$ cat src/rtl/serial_adder.sv
// serial_adder: bit-serial ripple adder computing a + b + cin, one bit per clock.
// A single full-add cell and a carry flop walk the operands LSB first; the sum
// is assembled MSB-down in a shift register. Valid/ready on both sides.
// Optional feature macro: SERIAL_ADDER_OVF_EN adds the signed-overflow port ovf.
module serial_adder #(
    parameter int WIDTH = 8
) (
    input  logic             clk,
    input  logic             rst,
    input  logic             start_valid,
    output logic             start_ready,
    input  logic [WIDTH-1:0] a,
    input  logic [WIDTH-1:0] b,
    input  logic             cin,
    output logic             done_valid,
    input  logic             done_ready,
    output logic [WIDTH-1:0] sum,
`ifdef SERIAL_ADDER_OVF_EN
    output logic             cout,
    output logic             ovf
`else
    output logic             cout
`endif
);

    localparam int             CW   = $clog2(WIDTH + 1);
    localparam logic [CW-1:0]  LAST = CW'(WIDTH - 1);

    typedef enum logic [1:0] {
        IDLE  = 2'd0,
        SHIFT = 2'd1,
        DONE  = 2'd2
    } state_t;

    state_t           r_state;
    logic [WIDTH-1:0] r_ra;
    logic [WIDTH-1:0] r_rb;
    logic [WIDTH-1:0] r_sum;
    logic [CW-1:0]    r_count;
    logic             r_carry;
    logic             r_cout;
    logic             r_start_ready;
    logic             r_done_valid;
`ifdef SERIAL_ADDER_OVF_EN
    logic             r_ovf;
`endif

    logic             w_s;
    logic             w_c;
    logic [WIDTH-1:0] w_ra_next;
    logic [WIDTH-1:0] w_rb_next;
    logic [WIDTH-1:0] w_sum_next;

    // Full-add cell on the current LSBs plus next-state shift values.
    // Shifts are written as >> plus a bit insert so WIDTH=1 needs no special slice.
    always_comb begin
        // NOTE: every always_comb output gets a default first so no latch can be inferred.
        w_s        = r_ra[0] ^ r_rb[0] ^ r_carry;
        w_c        = (r_ra[0] & r_rb[0]) | (r_ra[0] & r_carry) | (r_rb[0] & r_carry);
        w_ra_next  = r_ra >> 1;
        w_rb_next  = r_rb >> 1;
        w_sum_next = r_sum >> 1;
        w_sum_next[WIDTH-1] = w_s;
    end

    // Control FSM and datapath registers; all outputs come straight from flops.
    always_ff @(posedge clk) begin
        // NOTE: sequential state uses non-blocking assignments so every flop samples pre-edge values.
        if (rst) begin
            r_state       <= IDLE;
            r_ra          <= '0;
            r_rb          <= '0;
            r_sum         <= '0;
            r_count       <= '0;
            r_carry       <= 1'b0;
            r_cout        <= 1'b0;
            r_start_ready <= 1'b1;
            r_done_valid  <= 1'b0;
`ifdef SERIAL_ADDER_OVF_EN
            r_ovf         <= 1'b0;
`endif
        end else begin
            case (r_state)
                IDLE: begin
                    if (start_valid) begin
                        r_ra          <= a;
                        r_rb          <= b;
                        r_carry       <= cin;
                        r_count       <= '0;
                        r_start_ready <= 1'b0;
                        r_state       <= SHIFT;
                    end
                end
                SHIFT: begin
                    r_ra    <= w_ra_next;
                    r_rb    <= w_rb_next;
                    r_carry <= w_c;
                    r_sum   <= w_sum_next;
                    r_count <= r_count + 1'b1;
                    if (r_count == LAST) begin
                        r_cout       <= w_c;
`ifdef SERIAL_ADDER_OVF_EN
                        // r_carry is the carry into the MSB on this final edge.
                        r_ovf        <= r_carry ^ w_c;
`endif
                        r_done_valid <= 1'b1;
                        r_state      <= DONE;
                    end
                end
                DONE: begin
                    if (done_ready) begin
                        r_done_valid  <= 1'b0;
                        r_start_ready <= 1'b1;
                        r_state       <= IDLE;
                    end
                end
                default: begin
                    r_done_valid  <= 1'b0;
                    r_start_ready <= 1'b1;
                    r_state       <= IDLE;
                end
            endcase
        end
    end

    assign start_ready = r_start_ready;
    assign done_valid  = r_done_valid;
    assign sum         = r_sum;
    assign cout        = r_cout;
`ifdef SERIAL_ADDER_OVF_EN
    assign ovf         = r_ovf;
`endif

endmodule

$ cat config.mk
export PLATFORM = sky130hd
export DESIGN_NAME = serial_adder
export DESIGN_NICKNAME = d
export VERILOG_FILES = /design/src/rtl/serial_adder.sv
export SDC_FILE = /design/constraint.sdc
export NUM_CORES = 1
export LEC_CHECK = 0
export CAP_MARGIN = 10
export CORE_UTILIZATION = 45
export DETAILED_ROUTE_END_ITERATION = 6
export GPL_ROUTABILITY_DRIVEN = 0
export PLACE_DENSITY = 0.84
export SLEW_MARGIN = 10
export SYNTH_ARGS = -nofsm -noshare
export SYNTH_HDL_FRONTEND = slang
export SYNTH_SLANG_ARGS = --single-unit
export TNS_END_PERCENT = 50
$ cat constraint.sdc
create_clock -name clk -period 1.2 [get_ports clk]
set_input_delay 0.12 -clock clk [delete_from_list [all_inputs] [get_ports clk]]
set_output_delay 0.12 -clock clk [all_outputs]
set_load 0.05 [all_outputs]
==> summary.txt <==
Yosys
  – EDFF count, synth: 0
  – Ys flop type: dfxtp_1
  – Top cells by area, synth: dfxtp_1 46%, a211oi_2 8.4%, nor2_1 7.6%
  – Syn Nets: 191
  – Synthesized netlist cell count: 168
  – Seq/Total Area, Yosys: 0.456
  – Cell Area, Synth: 1490 sq um
  – Ys Warns: 0
  – Area share of the largest cell type after synthesis: 0.456
  – Top-count cell post-synth: dfxtp_1
  – Post-synth top area cell: dfxtp_1
  – Distinct cells, synth: 30
  – Commonest cells post-synth: 34 x dfxtp_1, 30 x nor2_1, 19 x nand2_1, 12 x a21oi_1, 11 x o2bb2ai_1
  – FFs w/ async S/R, synth: 0
  – Mapped Avg Cell Area: 8.88 sq um
  – Number of synthesized register bits: 34

Pwr
  – Post-layout power: 2.51 mW
  – P_int: 1.85 mW
  – PwrDens: 1180 nW/um^2
  – Seq pwr share: 0.494
  – LEAKAGE: 0.807 nW
  – Power share of the clock group: 0.332
  – Net Sw Power: 0.667 mW
  – Comb pwr share: 0.173
  – Switching Share: 0.265
  – Worst VDD drop: 0.971 mV

Worst setup path
  – Slowest cell on crit path: or4_1
  – Worst reg2reg path endpoint: r_count[3]$_SDFFE_PP0P_
  – R2R Setup Slk: -0.02 ns
  – Highest net fanout along the worst path: 4
  – Req. time, crit path: 1.49 ns
  – Worst Path Arrival: 1.51 ns
  – CP cell instances: nand3_1 > or4_1 > a31oi_1
  – CP endpoint kind: register
  – R2R Path Start: r_count[2]$_SDFFE_PP0P_
  – Slowest Stage Delay on Critical Path: 0.43 ns
  – CP Launch Type: register
  – Critical path class: reg2reg
  – R2R cell count: 3

Route
  – DR iter-0 viols: 30
  – Via density per instance: 5.51
  – Wire per inst: 14.2 um
  – DRT Wirelength: 3600 um
  – Detail Route Antenna Nets: 0
  – DR pass1 iterations: 4
  – DRC violations left: 0
  – DR vias: 1395

Timing
  – Max Clock Skew: 0.00898 ns
  – Slew Viols, Final: 0
  – Max-slew headroom: 0.819
  – Fin crit share: 1.02
  – PnR worst setup slack: -0.0223 ns
  – Worst slew pin tran: 0.270 ns
  – RSZ-0062 raised after global routing: yes
  – Min Tclk post-route: 1.22 ns
  – Fmax: 818 MHz
  – Fin. Hold Viols: 0
  – Setup TNS: -0.0223 ns
  – Final setup viols: 1

Cells and area
  – Nets: 231
  – Synth-to-layout area growth: 42.9%
  – Antenna Cells: 0
  – Layout cells sized above 1: 0.268
  – Finished Layout Cells: 253
  – Utilization after layout: 0.687

CTS
  – Clock-pin slew on the worst setup and hold paths: 0.11 ns
  – Clock tree from TritonCTS: built
  – Post-CTS Setup Inserts: 0
  – Root buf cell: clkbuf_4
  – TritonCTS Buffers: 5
  – CTS H-Tree Depth: 2
  – Number of clock sinks: 34
  – Clock insertion delay at the later pin of the skew report: 0.35 ns
  – Clock tree buffer depth: 2

Place
  – Hpwl dp: 2490 um
  – Place WS: -0.202 ns
  – Port bufs: 31
  – Dpl cells: 245

Floorplanning
  – Initial Util: 0.481
  – Row count: 20
  – Die height: 59.6 um
  – Core box area: 3100 sq um
  – Ports: 32
  – Die area: 3550 sq um
  – Die W: 59.6 um

GRT
  – Total GRT Usage: 0.226
  – GR Overflow Total: 0
  – Pin count of the biggest net entering global routing: 16
  – First-pass GRT wire length: 5750 um
  – Initial antenna violation count: 0
  – Vias in the first global route: 1355

Outcome
  – Failing checks: negative setup slack
  – Outcome: complete, but fails checks

Hold path
  – Worst Hold Class: in2reg
  – Worst Hold Depth: 3
  – Min-delay src: b[7]
  – Hold Path End: r_rb[7]$_SDFFE_PP0P_

Flow run
  – Max-capacitance violation count: 0
[through the flow]
stage | hold WS, ns | area (sq um)
6_report | 0.383 | 2130
5_1_grt | 0.408 | 2130
4_1_cts | 0.378 | 2100
3_5_place_dp | 0.490 | 2020
3_3_place_gp | 0.483 | 2020
2_1_floorplan | 0.268 | 1490
[state kept, by name (all words and copies together) (netlist names)]
name	count
r_state	2
done_valid	1
sum	8
cout	1
r_ra	8
r_carry	1
start_ready	1
r_rb	8
r_count	4
[timing repair]
| action | CTS | global route |
|---|---|---|
| hold endpoints to repair | 0 | 0 |
| gates resized for setup | 2 | 10 |
| hold buffers | 0 | 0 |
| setup endpoints to repair | 21 | 20 |
[power groups by stage]
stage          clock network (mW)  registers, mW  logic (mW)
4_1_cts                     0.857           1.24       0.429
3_3_place_gp                    0           1.26       0.407
3_5_place_dp                    0           1.27       0.423
2_1_floorplan                   0           1.28       0.219
6_report                    0.835           1.24       0.436
5_1_grt                     0.899           1.25       0.470
[worst max-delay path: cells and delay by family, from the launching register on]
kind,cells,cell delay (ns)
compound gates,1,0.19
simple gates,2,0.56
flops,1,0.41
[area by class of cell]
type / count / area [sq um]
fill: 253 / 972
multi-input combinational: 118 / 757
sequential: 34 / 689
timing repair buffer: 47 / 544
tap: 44 / 55.1
clock inverter: 3 / 40.0
clock buffer: 5 / 37.5
inverter: 2 / 7.51
[cell families after synthesis]
group | Yosys count | synth area share
compound gates | 51 | 0.277
fa+ha+maj | 2 | 0.0218
buf+inv | 16 | 0.0495
flops | 34 | 0.456
mux | 2 | 0.0134
simple gates | 63 | 0.182
[how the worst max path moves through the flow]
| stage | end | depth (start not counted) | startpoint |
|---|---|---|---|
| 3_5_place_dp | r_count[2]$_SDFFE_PP0P_ | 5 | start_valid |
| 6_report | r_count[3]$_SDFFE_PP0P_ | 3 | r_count[2]$_SDFFE_PP0P_ |
| 5_1_grt | r_count[2]$_SDFFE_PP0P_ | 5 | r_state[0]$_SDFFE_PP0P_ |
| 4_1_cts | cout$_SDFFE_PP0P_ | 4 | r_count[0]$_SDFFE_PP0P_ |
| 3_3_place_gp | r_rb[5]$_SDFFE_PP0P_ | 5 | start_valid |
| 2_1_floorplan | r_rb[0]$_SDFFE_PP0P_ | 6 | r_state[1]$_SDFFE_PP0P_ |
[cell usage in the layout, fill, tap and decap left out, types with 2 or more instances in the layout]
master,count
dfxtp_1,31
nor2_1,30
clkdlybuf4s50_1,20
nand2_1,18
buf_4,15
o2bb2ai_1,11
a211oi_2,11
buf_12,11
a21oi_1,10
clkbuf_4,5
nand2b_1,4
o22ai_1,4
a211oi_1,4
nor3_1,3
a22oi_1,3
o21bai_1,2
inv_2,2
a21oi_2,2
mux2i_1,2
nand3_1,2
clkinv_2,2
dfxtp_4,2
[layer usage]
layer,global-route usage,wire (um)
met3,0.0764,205
met1,0.256,1560
met5,0,0
met4,0.103,86
met2,0.382,1750
No activity file was read; power rests on OpenSTA's default activity.
